File: src/rtl/i2c_check_pkg.sv
// ============================================================================
// i2c_check_pkg : edge-type encodings and defaults shared by the timing checkers
// Rev 1.0
// ============================================================================
`default_nettype none

package i2c_check_pkg;

  localparam logic [1:0] EDGE_RISE = 2'd0;
  localparam logic [1:0] EDGE_FALL = 2'd1;
  localparam logic [1:0] EDGE_ANY  = 2'd2;

  localparam int CW_DEFAULT = 16;

endpackage

`default_nettype wire

File: src/rtl/i2c_edge_sel.sv
// ============================================================================
// i2c_edge_sel : one-cycle event strobe on the selected edge of a sync signal
// Rev 1.0
// ============================================================================
`default_nettype none

module i2c_edge_sel
  import i2c_check_pkg::*;
#(
  parameter logic [1:0] EDGE = EDGE_RISE
) (
  input  logic clk,
  input  logic s,
  output logic ev
);

  // Sampled every cycle, reset included, so the first post-reset cycle sees no edge.
  logic s_q;

  always_ff @(posedge clk) begin
    s_q <= s;
  end

  if (EDGE == EDGE_RISE) begin : g_rise
    assign ev = s & ~s_q;
  end else if (EDGE == EDGE_FALL) begin : g_fall
    assign ev = ~s & s_q;
  end else begin : g_any
    assign ev = s ^ s_q;
  end

endmodule

`default_nettype wire

File: src/rtl/i2c_timing_check.sv
// ============================================================================
// i2c_timing_check : flags s1-event to s2-event distances shorter than lim
// Rev 1.0
// ============================================================================
`default_nettype none

module i2c_timing_check
  import i2c_check_pkg::*;
#(
  parameter logic [1:0] E1_EDGE = EDGE_RISE,
  parameter logic [1:0] E2_EDGE = EDGE_RISE,
  parameter int         CW      = CW_DEFAULT
) (
  input  logic          clk,
  input  logic          rst,
  input  logic          s1,
  input  logic          s2,
  input  logic [CW-1:0] lim,
  output logic          vio,
  output logic [CW-1:0] vio_dist,
  output logic [15:0]   vio_cnt
);

  localparam logic [CW-1:0] CNT_MAX = '1;

  logic          ev1;
  logic          ev2;
  logic          hit;
  logic [CW-1:0] cnt;

  i2c_edge_sel #(.EDGE(E1_EDGE)) u_ev1 (
    .clk (clk),
    .s   (s1),
    .ev  (ev1)
  );

  i2c_edge_sel #(.EDGE(E2_EDGE)) u_ev2 (
    .clk (clk),
    .s   (s2),
    .ev  (ev2)
  );

  // Uses the pre-update count, so a coincident s1 event measures the older one.
  assign hit = ev2 && (cnt < lim);

  always_ff @(posedge clk) begin
    if (rst) begin
      cnt      <= CNT_MAX;
      vio      <= 1'b0;
      vio_dist <= '0;
      vio_cnt  <= '0;
    end else begin
      if (ev1) begin
        cnt <= CW'(1);
      end else if (cnt != CNT_MAX) begin
        cnt <= cnt + CW'(1);
      end

      vio <= hit;
      if (hit) begin
        vio_dist <= cnt;
        if (vio_cnt != 16'hFFFF) begin
          vio_cnt <= vio_cnt + 16'd1;
        end
      end
    end
  end

endmodule

`default_nettype wire

File: config.mk
export PLATFORM = sky130hd
export DESIGN_NAME = i2c_timing_check
export DESIGN_NICKNAME = d
export VERILOG_FILES = /design/src/rtl/i2c_check_pkg.sv /design/src/rtl/i2c_edge_sel.sv /design/src/rtl/i2c_timing_check.sv
export SDC_FILE = /design/constraint.sdc
export NUM_CORES = 1
export LEC_CHECK = 0
export ABC_CLOCK_PERIOD_IN_PS = 2500
export BUFFER_PORTS_ARGS = -buffer_cell sky130_fd_sc_hd__buf_2
export CORE_ASPECT_RATIO = 0.6
export CORE_MARGIN = 10
export CORE_UTILIZATION = 30
export DETAILED_ROUTE_END_ITERATION = 12
export SLEW_MARGIN = 20
export SYNTH_ARGS = -nofsm -noshare
export SYNTH_HDL_FRONTEND = slang
export SYNTH_SLANG_ARGS = --single-unit
File: constraint.sdc
create_clock -name clk -period 2.5 [get_ports clk]
set_clock_uncertainty 0.05 [all_clocks]
set_input_delay 0.5 -clock clk [delete_from_list [all_inputs] [get_ports clk]]
set_output_delay 0.5 -clock clk [all_outputs]
set_load 0.03 [all_outputs]
==> flow_metrics.py <==
metrics = {
    "synthesis": {
        "yosys_most_used_dff": "dfxtp_1",
        "ys_top_cells_by_area": "dfxtp_1 40%, ha_1 8.3%, nand2_1 7.1%, a21oi_1 5.8%, o21ai_0 4.7%",
        "synthDistinctLibCells": 42,
        "synthCells": 316,
        "ys_async_sr_fraction_pct": 0,
        "ys_seq_area_share_pct": 39.61,
        "yosys_warnings": 0,
        "ys_seq_elements": 51,
        "yosys.area.top_type": "dfxtp_1",
        "synth_edf_count": 0,
        "synth_nets": 353,
        "synth_top_area_share_pct": 39.61,
        "synth_area_mm2": 0.002577,
        "synth_area_per_cell_um2": 8.157,
    },
    "global_route": {
        "antenna_found_initial": 0,
        "grt_start_max_net_pins": 32,
        "grt_pass1_vias": 2403,
        "grt_overflow": 0,
        "grt_pass1_wl_mm": 12.20,
        "grt_usage_pct": 11.34,
    },
    "setup_path": {
        "criticalPathCategory": "register to register",
        "crit_end": "vio_dist[4]$_SDFFE_PP0P_",
        "worstReg2RegStart": "cnt[15]$_SDFFE_PP1P_",
        "rr_endpoint": "vio_dist[4]$_SDFFE_PP0P_",
        "arrival_ps": 2560,
        "setup.worst_path.start_class": "register",
        "r2r_cells": 9,
        "crit_start": "cnt[15]$_SDFFE_PP1P_",
        "critPathCaptureType": "register",
        "crit_fanout": 16,
        "cp.required_ps": 2680,
        "r2r_setup_slack_ps": 120,
    },
    "clocking": {
        "cts.path.max_buffers": 2,
        "cts_hold_buf": 0,
        "cts.sinks": 51,
        "tritoncts": "done",
        "clk_latency_ps": 300,
        "clk_pin_slew_ps": 70,
        "cts-root-buf": "clkbuf_16",
        "htreeDepth": 2,
        "cts_buffers": 5,
    },
    "outcome": {
        "status": "finished, final reports clean",
    },
    "timing": {
        "slew_viol_final": 0,
        "grt_setup_unrepaired": "true",
        "fin_crit_ps": 2381,
        "worst_pin_slew_ps": 475.3,
        "finalCritPeriodShare_pct": 95.25,
        "finalSetupViolCount": 0,
        "hold_viol": 0,
        "clock.fmax_mhz": 420.0,
        "fin_setup_tns_ps": 0,
        "setup_ws_ps": 118.8,
        "slew_headroom_pct": 68.28,
    },
    "place": {
        "post-place-cells": 493,
        "post-place-ws_ps": -225.8,
        "post-dp-hpwl_mm": 5.619,
        "globalplace.congestion": 0.7964,
        "portBuffers": 52,
    },
    "pwr": {
        "ir_drop_mv": 0.3006,
        "p_leak_uw": 0.001462,
        "cellPowerDensity_mw_per_mm2": 624.6,
    },
    "floorplan": {
        "start_util_pct": 30.59,
        "die_y_um": 91.80,
        "core-area_mm2": 0.008426,
        "dieArea_mm2": 0.01282,
        "io_pins": 53,
        "fp-row-count": 26,
        "dieWidth_um": 139.7,
    },
    "drt": {
        "drc": 0,
        "vias_per_cell": 4.958,
        "antenna_left": 0,
        "vias": 2484,
        "dr.pass1.iters": 4,
        "wire_per_inst_um": 14.61,
        "drt_wl_total_mm": 7.321,
        "drt_iter0_drc": 122,
    },
    "layout": {
        "drive_above_1_share_pct": 23.91,
        "num-fill-cells": 890,
        "mostFrequentLayoutCells": "52 x buf_2, 51 x dfxtp_1, 49 x nand2_1, 30 x a21oi_1, 28 x buf_4",
        "final_common_cell": "buf_2",
        "diodes": 0,
        "layout.cells.non_filler": 501,
        "fin_nets": 425,
        "area_growth_pct": 26.89,
    },
    "min_path": {
        "holdCritPathClass": "primary input to register",
    },
    "flow_run": {
        "drv_cap": 0,
    },
}
## repair_timing
action	in CTS	in global routing
buffers inserted	0	0
gates resized for setup	0	2
endpoints found under the setup margin	0	24
## cells in the mapped netlist (4+ instances only)
cell type  number
or3_1           5
nand2_1        49
a21oi_1        30
nor4_1          5
nor2b_1         5
xnor2_1         4
nand3_1        12
or4_1           4
clkbuf_1       11
and3_1         10
ha_1           17
dfxtp_1        51
nand4_1        12
xor2_1          9
o21ai_0        24
inv_1          20
nor2_1         12
nor3_1          5
## critical path, cell delays in order, from the launching register on
cell and delay, ps:
dfxtp_1 410, ha_1 290, nand4_1 190, nor4_1 100, a311oi_2 360, buf_4 180, and2_1 250, buf_4 260
nand2_1 100, a21oi_1 120
## kinds of logic after synthesis
kind of cell,after synthesis,share of synthesized area (%)
compound gates,69,15.78
xor+xnor,13,4.418
fa+ha+maj,17,8.252
buf+inv,35,5.485
flops,51,39.61
mux,4,1.650
simple gates,127,24.81
## power breakdown
part	switching (µW)	internal, µW	leakage, µW
Sequential	36.2	868	0.000418
Clock	306	371	0.0000679
Combinational	270	190	0.000976
Total	613	1430	0.00146
## worst min path at each step
stage,from,to,depth (start not counted)
2_1_floorplan,cnt[10]$_SDFFE_PP1P_,vio_dist[10]$_SDFFE_PP0P_,2
3_3_place_gp,vio_dist[3]$_SDFFE_PP0P_,vio_dist[3]$_SDFFE_PP0P_,2
3_5_place_dp,vio_dist[9]$_SDFFE_PP0P_,vio_dist[9]$_SDFFE_PP0P_,2
4_1_cts,s1,u_ev1.s_q$_DFF_P_,1
5_1_grt,s1,u_ev1.s_q$_DFF_P_,1
6_report,s1,u_ev1.s_q$_DFF_P_,1
## state kept, by name, summed over array words and instances (netlist names)
name,count
vio_cnt,16
u_ev1.s_q,1
cnt,16
vio,1
u_ev2.s_q,1
vio_dist,16
## stage by stage
| step | cell area, µm² | hold WS [ps] | total power [µW] | utilization, % |
|---|---|---|---|---|
| 2_1_floorplan | 2577 | 422.1 | 1202 | - |
| 3_3_place_gp | 3122 | 392.1 | 1366 | 37.05 |
| 3_5_place_dp | 3122 | 399.7 | 1378 | 37.05 |
| 4_1_cts | 3259 | 266.4 | 2044 | 38.68 |
| 5_1_grt | 3271 | 264.5 | 2149 | 38.82 |
| 6_report | 3271 | 266.0 | 2043 | 38.82 |
## layer usage
layer / track usage (%) / up-vias / part of all wire [%]
li1: - / 1262 / -
met1: 16.16 / 1166 / 54
met2: 16.07 / 50 / 39
met5: 0 / - / 0
met3: 4.171 / 6 / 5.8
met4: 1.798 / 0 / 0.34
## final cells by class
type                    instances  area [µm²]  area share [%]
multi-input cells             230        1426           43.61
flip-flops and latches         51        1021           31.22
repair buffers                 80       470.5           14.38
well taps                     112       140.1           4.285
clock buffers                   7       132.6           4.055
inverters                      20       75.07           2.295
clock inverters                 1       5.005          0.1530
Note: power is estimated with default switching activity, not from simulation.
